$ cat src/rtl/axis2fifo_pack.sv
`timescale 1ns/1ps
// axis2fifo_pack: packs AXI-Stream pixels into FIFO words, first pixel in LSBs.
// Words are aligned to start-of-frame; short lines and mid-word restarts raise pack_err.
// Optional statistics outputs (frame_cnt, drop_cnt) are built when AXIS2FIFO_PACK_STAT_EN is defined.
// Handshake: a beat is transferred on a rising edge where s_axis_tvalid and s_axis_tready are both 1;
// a packed word is transferred to the FIFO on a rising edge where fifo_wr_en is 1.
module axis2fifo_pack #(
   parameter int C_PIXEL_WIDTH = 8,
   parameter int C_DATA_WIDTH  = 32
) (
   input  logic                     S_AXIS_ACLK,
   input  logic                     S_AXIS_ARESET,
   input  logic                     soft_resetn,
   input  logic                     s_axis_tvalid,
   output logic                     s_axis_tready,
   input  logic [C_PIXEL_WIDTH-1:0] s_axis_tdata,
   input  logic                     s_axis_tuser,
   input  logic                     s_axis_tlast,
   input  logic                     fifo_full,
   output logic                     fifo_wr_en,
   output logic [C_DATA_WIDTH-1:0]  fifo_dout,
   output logic                     fifo_sof,
   output logic                     pack_err,
`ifdef AXIS2FIFO_PACK_STAT_EN
   output logic [15:0]              frame_cnt,
   output logic [15:0]              drop_cnt,
`endif
   output logic                     dbg_state_o
);

   // Pixel slot geometry: each pixel occupies a byte-aligned slot of 1, 2 or 4 bytes.
   localparam int PB        = (C_PIXEL_WIDTH <= 8) ? 1 : ((C_PIXEL_WIDTH <= 16) ? 2 : 4);
   localparam int SLOT_W    = PB * 8;
   localparam int N         = C_DATA_WIDTH / SLOT_W;
   localparam int SW        = (N > 1) ? $clog2(N) : 1;
   localparam logic [SW-1:0] LAST_SLOT = SW'(N - 1);

   typedef enum logic {ST_SYNC = 1'b0, ST_RUN = 1'b1} state_t;

   state_t                  state_q, state_d;
   logic [SW-1:0]           slot_q, slot_d;
   logic [C_DATA_WIDTH-1:0] acc_q, acc_d;
   logic                    acc_sof_q, acc_sof_d;
   logic                    out_valid_q, out_valid_d;
   logic [C_DATA_WIDTH-1:0] dout_q, dout_d;
   logic                    sof_q, sof_d;
   logic                    err_q, err_d;

   logic                    accept;
   logic                    wr;
   logic [C_DATA_WIDTH-1:0] pix0;
   logic [C_DATA_WIDTH-1:0] pix_slot;
   logic [C_DATA_WIDTH-1:0] word_c;
   logic [SW-1:0]           fill_c;
   logic                    wsof_c;

   // In SYNC the stream is always drained; in RUN it stalls only when the output word cannot leave.
   assign s_axis_tready = ~S_AXIS_ARESET & soft_resetn &
                          ((state_q == ST_SYNC) | ~out_valid_q | ~fifo_full);
   assign accept        = s_axis_tvalid & s_axis_tready;
   assign wr            = out_valid_q & ~fifo_full;
   assign fifo_wr_en    = wr;
   assign fifo_dout     = dout_q;
   assign fifo_sof      = sof_q;
   assign pack_err      = err_q;
   assign dbg_state_o   = (state_q == ST_RUN);

   // Position the incoming pixel at slot 0 and at the current slot, zero-extended.
   always_comb begin
      pix0 = '0;
      pix0[C_PIXEL_WIDTH-1:0] = s_axis_tdata;
      pix_slot = '0;
      for (int k = 0; k < N; k++) begin
         if (slot_q == SW'(k)) pix_slot[k*SLOT_W +: C_PIXEL_WIDTH] = s_axis_tdata;
      end
   end

   // Next-state: frame sync, slot packing, word completion and output register handoff.
   always_comb begin
      state_d     = state_q;
      slot_d      = slot_q;
      acc_d       = acc_q;
      acc_sof_d   = acc_sof_q;
      out_valid_d = out_valid_q & ~wr;
      dout_d      = dout_q;
      sof_d       = sof_q;
      err_d       = 1'b0;
      word_c      = '0;
      fill_c      = '0;
      wsof_c      = 1'b0;
      if (!soft_resetn) begin
         state_d     = ST_SYNC;
         slot_d      = '0;
         acc_d       = '0;
         acc_sof_d   = 1'b0;
         out_valid_d = 1'b0;
      end else if (accept && (state_q == ST_RUN || s_axis_tuser)) begin
         if (s_axis_tuser) begin
            // Start of frame restarts the word; any partial word is abandoned.
            if (state_q == ST_RUN && slot_q != '0) err_d = 1'b1;
            word_c = pix0;
            fill_c = '0;
            wsof_c = 1'b1;
         end else begin
            word_c = acc_q | pix_slot;
            fill_c = slot_q;
            wsof_c = acc_sof_q;
         end
         state_d = ST_RUN;
         if (fill_c == LAST_SLOT || s_axis_tlast) begin
            if (fill_c != LAST_SLOT) err_d = 1'b1;
            out_valid_d = 1'b1;
            dout_d      = word_c;
            sof_d       = wsof_c;
            slot_d      = '0;
            acc_d       = '0;
            acc_sof_d   = 1'b0;
         end else begin
            slot_d    = fill_c + 1'b1;
            acc_d     = word_c;
            acc_sof_d = wsof_c;
         end
      end
   end

   // State and datapath registers.
   always_ff @(posedge S_AXIS_ACLK or posedge S_AXIS_ARESET) begin
      if (S_AXIS_ARESET) begin
         state_q     <= ST_SYNC;
         slot_q      <= '0;
         acc_q       <= '0;
         acc_sof_q   <= 1'b0;
         out_valid_q <= 1'b0;
         dout_q      <= '0;
         sof_q       <= 1'b0;
         err_q       <= 1'b0;
      end else begin
         state_q     <= state_d;
         slot_q      <= slot_d;
         acc_q       <= acc_d;
         acc_sof_q   <= acc_sof_d;
         out_valid_q <= out_valid_d;
         dout_q      <= dout_d;
         sof_q       <= sof_d;
         err_q       <= err_d;
      end
   end

`ifdef AXIS2FIFO_PACK_STAT_EN
   // Frames written (wrapping) and beats dropped while waiting for sync (saturating).
   always_ff @(posedge S_AXIS_ACLK or posedge S_AXIS_ARESET) begin
      if (S_AXIS_ARESET) begin
         frame_cnt <= '0;
         drop_cnt  <= '0;
      end else begin
         if (wr && sof_q) frame_cnt <= frame_cnt + 16'd1;
         if (accept && state_q == ST_SYNC && !s_axis_tuser && drop_cnt != 16'hFFFF)
            drop_cnt <= drop_cnt + 16'd1;
      end
   end
`endif

endmodule

$ cat config.mk
export PLATFORM = sky130hd
export DESIGN_NAME = axis2fifo_pack
export DESIGN_NICKNAME = d
export VERILOG_FILES = /design/src/rtl/axis2fifo_pack.sv
export SDC_FILE = /design/constraint.sdc
export NUM_CORES = 1
export LEC_CHECK = 0
export ABC_AREA = 1
export BUFFER_PORTS_ARGS = -buffer_cell sky130_fd_sc_hd__buf_4
export CAP_MARGIN = 20
export CORE_ASPECT_RATIO = 0.9
export CORE_MARGIN = 2
export CORE_UTILIZATION = 51
export DETAILED_ROUTE_END_ITERATION = 8
export GPL_ROUTABILITY_DRIVEN = 0
export HOLD_SLACK_MARGIN = 0.05
export PLACE_DENSITY = 0.76
export SYNTH_ARGS = -nofsm -noshare
export SYNTH_HDL_FRONTEND = slang
export SYNTH_SLANG_ARGS = --single-unit
$ cat constraint.sdc
create_clock -name S_AXIS_ACLK -period 4.3 [get_ports S_AXIS_ACLK]
set_input_delay 0.645 -clock S_AXIS_ACLK [delete_from_list [all_inputs] [get_ports S_AXIS_ACLK]]
set_output_delay 0.645 -clock S_AXIS_ACLK [all_outputs]
set_load 0.03 [all_outputs]
==> impl_results.rst <==
.. list-table::
   :header-rows: 1

   * - Metric
     - Value
   * - Outcome
     - completed
   * - Overflow left after global routing
     - 0
   * - Die Ht
     - 81.7 um
   * - Proportion of layout cells with a drive suffix above 1
     - 16.7%
   * - Kind of capture point of the worst setup path
     - flop
   * - Clock Tree Root
     - sky130_fd_sc_hd__clkbuf_8
   * - Synthesis warning total
     - 0
   * - CP delay by family, top
     - buffers and inverters
   * - Antenna viol nets, final
     - 0
   * - Post-synthesis cell type with the largest combined area
     - sky130_fd_sc_hd__dfrtp_1
   * - Clock Path Buffers
     - 2
   * - Number of unique standard cell types used by synthesis
     - 22
   * - Hold WC Path Type
     - reg2reg
   * - Count of endpoints failing setup in the final report
     - 0
   * - Max stage delay on crit path
     - 0.75 ns
   * - Main combinational cell family by area after synthesis
     - simple AND/OR/NAND/NOR gates
   * - Detail-routed net length per standard cell
     - 14.3 um
   * - Area share of fa/ha/maj cells after synthesis
     - less than 1%
   * - Max Cap Viol
     - 0
   * - Total routing usage reported by global routing
     - 23.3%
   * - Vias in the first global route
     - 2,906
   * - Post-synthesis register bit count
     - 71
   * - Power per cell area
     - 387 nW/um2
   * - Pin count of the biggest net entering global routing
     - 69
   * - Critical path data required time
     - ~4.5 ns
   * - Worst Tran Pin Value
     - 0.837 ns
   * - Area fraction in and, or, nand and nor cells after synthesis
     - 35.0%
   * - Setup TNS Final
     - 0 ns
   * - Total vias in the final route
     - 3,097
   * - Clk Latency, worst-skew pair
     - 0.35 ns
   * - Unrepaired setup endpoints after global routing
     - no
   * - Number of max-slew violations in the final report
     - 0
   * - Cell area reported after detailed placement
     - 3800 um2
   * - Proportion of netlist area held by the largest area contributor
     - around 52%
   * - Mapped cell area
     - 3420 um2
   * - Number of standard cells after synthesis
     - ~440
   * - Synth Net Count
     - 452
   * - Post-cts hold buffer count
     - 0
   * - Post-detailed-route DRC marker count
     - 0
   * - Number of sinks driven by the clock tree
     - 71
   * - Critical path cell sequence
     - clkinv_1 > nor2_1 > ha_1 > inv_1 > nand2_1 > clkinv_1 > buf_4 > nand3_1 > nand2_1
   * - P&R area growth vs syn
     - 18.8%
   * - Xor/xnor cell area share of the yosys netlist
     - 0%
   * - Max_slew headroom
     - 44.1%
   * - Final Util
     - 62.3%
   * - Total count of hold-check failures in the final report
     - 0
   * - CTS tree
     - yes
   * - Clock Skews
     - around 0.011 ns
   * - Mux share of post-synthesis cell area
     - 0%
   * - Compound-cell area share of the yosys netlist
     - 4.28%
   * - Port Buf Inserts
     - between 50 and 60
   * - Classification of the worst setup path
     - reg2reg
   * - Average cell area after synthesis
     - 7.84 um2
   * - Number of buffer and inverter stages on the critical path
     - 4
   * - Maximum net fanout on the critical path
     - 22
   * - Placement-stage worst setup slack
     - 1.71 ns
   * - Period utilisation layout
     - about three fifths
   * - Die area
     - 7370 um2
   * - CP Data Arrival Time
     - 2.86 ns
   * - Number of instances resized during post-cts repair
     - 0
   * - Floorplan die width
     - around 90 um
   * - Starting density of the core
     - 52.4%
   * - Period minus WS final
     - 2.63 ns
   * - Number of DRC markers after the initial detailed-route iteration
     - 377
   * - Final #Nets
     - a little under 500
   * - H-tree lvl count
     - 3
   * - Portion of the post-synthesis area used by sequential elements
     - 52.0%
   * - Placeable core area
     - 6520 um2
   * - Leakage power summed over all cells
     - between 2 and 2.5 nW
   * - Power after layout
     - 1.57 mW
   * - Total Routed Length
     - 8150 um
   * - Total number of placement rows
     - 28
   * - Area contributors post-synth
     - sky130_fd_sc_hd__dfrtp_1, sky130_fd_sc_hd__nand3_1, sky130_fd_sc_hd__nand2_1, sky130_fd_sc_hd__a21oi_1, sky130_fd_sc_hd__inv_1
   * - Final Instance Area
     - 4060 um2
   * - Timing-limited maximum frequency
     - between 300 and 400 MHz
   * - Worst IR Drop VDD
     - roughly 0.27 mV
   * - Worst-path cell with the longest stage delay
     - sky130_fd_sc_hd__dfrtp_1
   * - Top Ports
     - 52
   * - Minimum setup slack in the final design
     - 1.67 ns
   * - Post-detail-place hpwl
     - 5030 um
   * - Total CTS buffers
     - 9
   * - Wire length of the first global-routing pass
     - 13,600 um
   * - Startpoint type of the worst setup path
     - flop
   * - Average vias per placed instance
     - around 5.5
   * - Count of buffers added by post-CTS timing repair for setup
     - 0
   * - Clock transition time at the flip-flop clock pins of the worst setup and hold paths
     - 0.07 ns
   * - ANT cells
     - 0
   * - Initial antenna violation count
     - 0
   * - Total iterations of the first detailed-routing run
     - 6
==> where the power goes <==
group / switching (mW) / internal, mW
clock network: 0.251 / 0.417
logic: 0.135 / 0.0590
registers: 0.0171 / 0.693
total: 0.403 / 1.17
==> layout by cell type (no fill, tap or decap) <==
| master | netlist | final |
|---|---|---|
| sky130_fd_sc_hd__o21ai_1 | 1 | 1 |
| sky130_fd_sc_hd__bufinv_16 | 0 | 3 |
| sky130_fd_sc_hd__inv_2 | 2 | 3 |
| sky130_fd_sc_hd__nor2_4 | 1 | 2 |
| sky130_fd_sc_hd__inv_1 | 32 | 31 |
| sky130_fd_sc_hd__or2_2 | 1 | 1 |
| sky130_fd_sc_hd__nand4_1 | 1 | 1 |
| sky130_fd_sc_hd__clkinv_2 | 0 | 1 |
| sky130_fd_sc_hd__nand2_1 | 132 | 132 |
| sky130_fd_sc_hd__clkinv_4 | 0 | 1 |
| sky130_fd_sc_hd__clkbuf_8 | 0 | 11 |
| sky130_fd_sc_hd__o21ai_2 | 1 | 1 |
| sky130_fd_sc_hd__nand3_1 | 129 | 129 |
| sky130_fd_sc_hd__nand3_2 | 1 | 1 |
| sky130_fd_sc_hd__nor2_1 | 4 | 4 |
| sky130_fd_sc_hd__dfrtp_1 | 71 | 71 |
| sky130_fd_sc_hd__a21oi_1 | 25 | 25 |
| sky130_fd_sc_hd__buf_4 | 1 | 56 |
| sky130_fd_sc_hd__o211ai_1 | 1 | 1 |
| sky130_fd_sc_hd__ha_1 | 1 | 1 |
| sky130_fd_sc_hd__clkinv_1 | 2 | 2 |
==> stage by stage <==
stage | hold slack, ns | cells
3_5_place_dp | 0.466 | 552
5_1_grt | 0.501 | 568
4_1_cts | 0.487 | 568
2_1_floorplan | 0.464 | 436
6_report | 0.482 | 568
3_3_place_gp | 0.466 | 552
==> sequential cells by signal, indices dropped and copies added (netlist names) <==
register	count
acc_q	32
fifo_dout	32
slot_q	2
acc_sof_q	1
dbg_state_o	1
fifo_sof	1
out_valid_q	1
pack_err	1
==> kinds of logic (layout without fill, tap and decap cells) <==
logic type                 after synthesis  in the layout
and+or+nand+nor                        270            270
buffers and inverters                   66            108
DFF                                     71             71
AOI/OAI and AO/OA                       28             28
adders and majority gates                1              1
==> final cells by class <==
type | instances | area (um2)
inverters | 36 | 135
repair buffers | 56 | 420
clock buffers | 11 | 151
well taps | 90 | 113
flip-flops and latches | 71 | 1780
clock inverters | 5 | 104
fillers | 596 | 2460
multi-input cells | 299 | 1360
==> cell usage after synthesis <==
| library cell | instances |
|---|---|
| sky130_fd_sc_hd__o21ai_1 | 1 |
| sky130_fd_sc_hd__nand3_1 | 129 |
| sky130_fd_sc_hd__nor2_2 | 1 |
| sky130_fd_sc_hd__buf_6 | 2 |
| sky130_fd_sc_hd__ha_1 | 1 |
| sky130_fd_sc_hd__buf_4 | 1 |
| sky130_fd_sc_hd__o21ai_2 | 1 |
| sky130_fd_sc_hd__inv_1 | 32 |
| sky130_fd_sc_hd__nand3_2 | 1 |
| sky130_fd_sc_hd__o211ai_1 | 1 |
| sky130_fd_sc_hd__nor2_4 | 1 |
| sky130_fd_sc_hd__inv_2 | 2 |
| sky130_fd_sc_hd__clkbuf_1 | 8 |
| sky130_fd_sc_hd__nand4_1 | 1 |
| sky130_fd_sc_hd__dfrtp_1 | 71 |
| sky130_fd_sc_hd__or2_2 | 1 |
| sky130_fd_sc_hd__nor2_1 | 4 |
| sky130_fd_sc_hd__buf_1 | 4 |
| sky130_fd_sc_hd__a21oi_1 | 25 |
| sky130_fd_sc_hd__nand2_1 | 132 |
| sky130_fd_sc_hd__clkinv_1 | 2 |
| sky130_fd_sc_hd__buf_2 | 15 |
==> final timing paths <==
| check | from | endpoint | slack [ns] | depth (start not counted) |
|---|---|---|---|---|
| min in group asynchronous | S_AXIS_ARESET | fifo_dout[31] | 0.49 | 2 |
| worst min register to register | fifo_dout[16] | fifo_dout[16] | 0.48 | 2 |
| max in group asynchronous | S_AXIS_ARESET | acc_q[20] | 2.89 | 3 |
| worst min-delay path | fifo_dout[16] | fifo_dout[16] | 0.48 | 2 |
| worst max-delay path | slot_q[1] | slot_q[1] | 1.67 | 9 |
| worst max register to register | slot_q[1] | slot_q[1] | 1.67 | 9 |
==> tightest hold or removal path: cells and delay by family (launching register included) <==
family,cells,cell delay [ns]
flops,1,0.34
simple gates,2,0.11
==> per-layer routing <==
metal	global-route usage (%)	up-vias	wire [um]
li1	-	1494	-
met1	31.9	1460	3690
met2	37.4	122	3750
met3	3.67	21	539
met4	10.9	0	176
met5	0	-	0
Power figures use the tool's default switching activity.
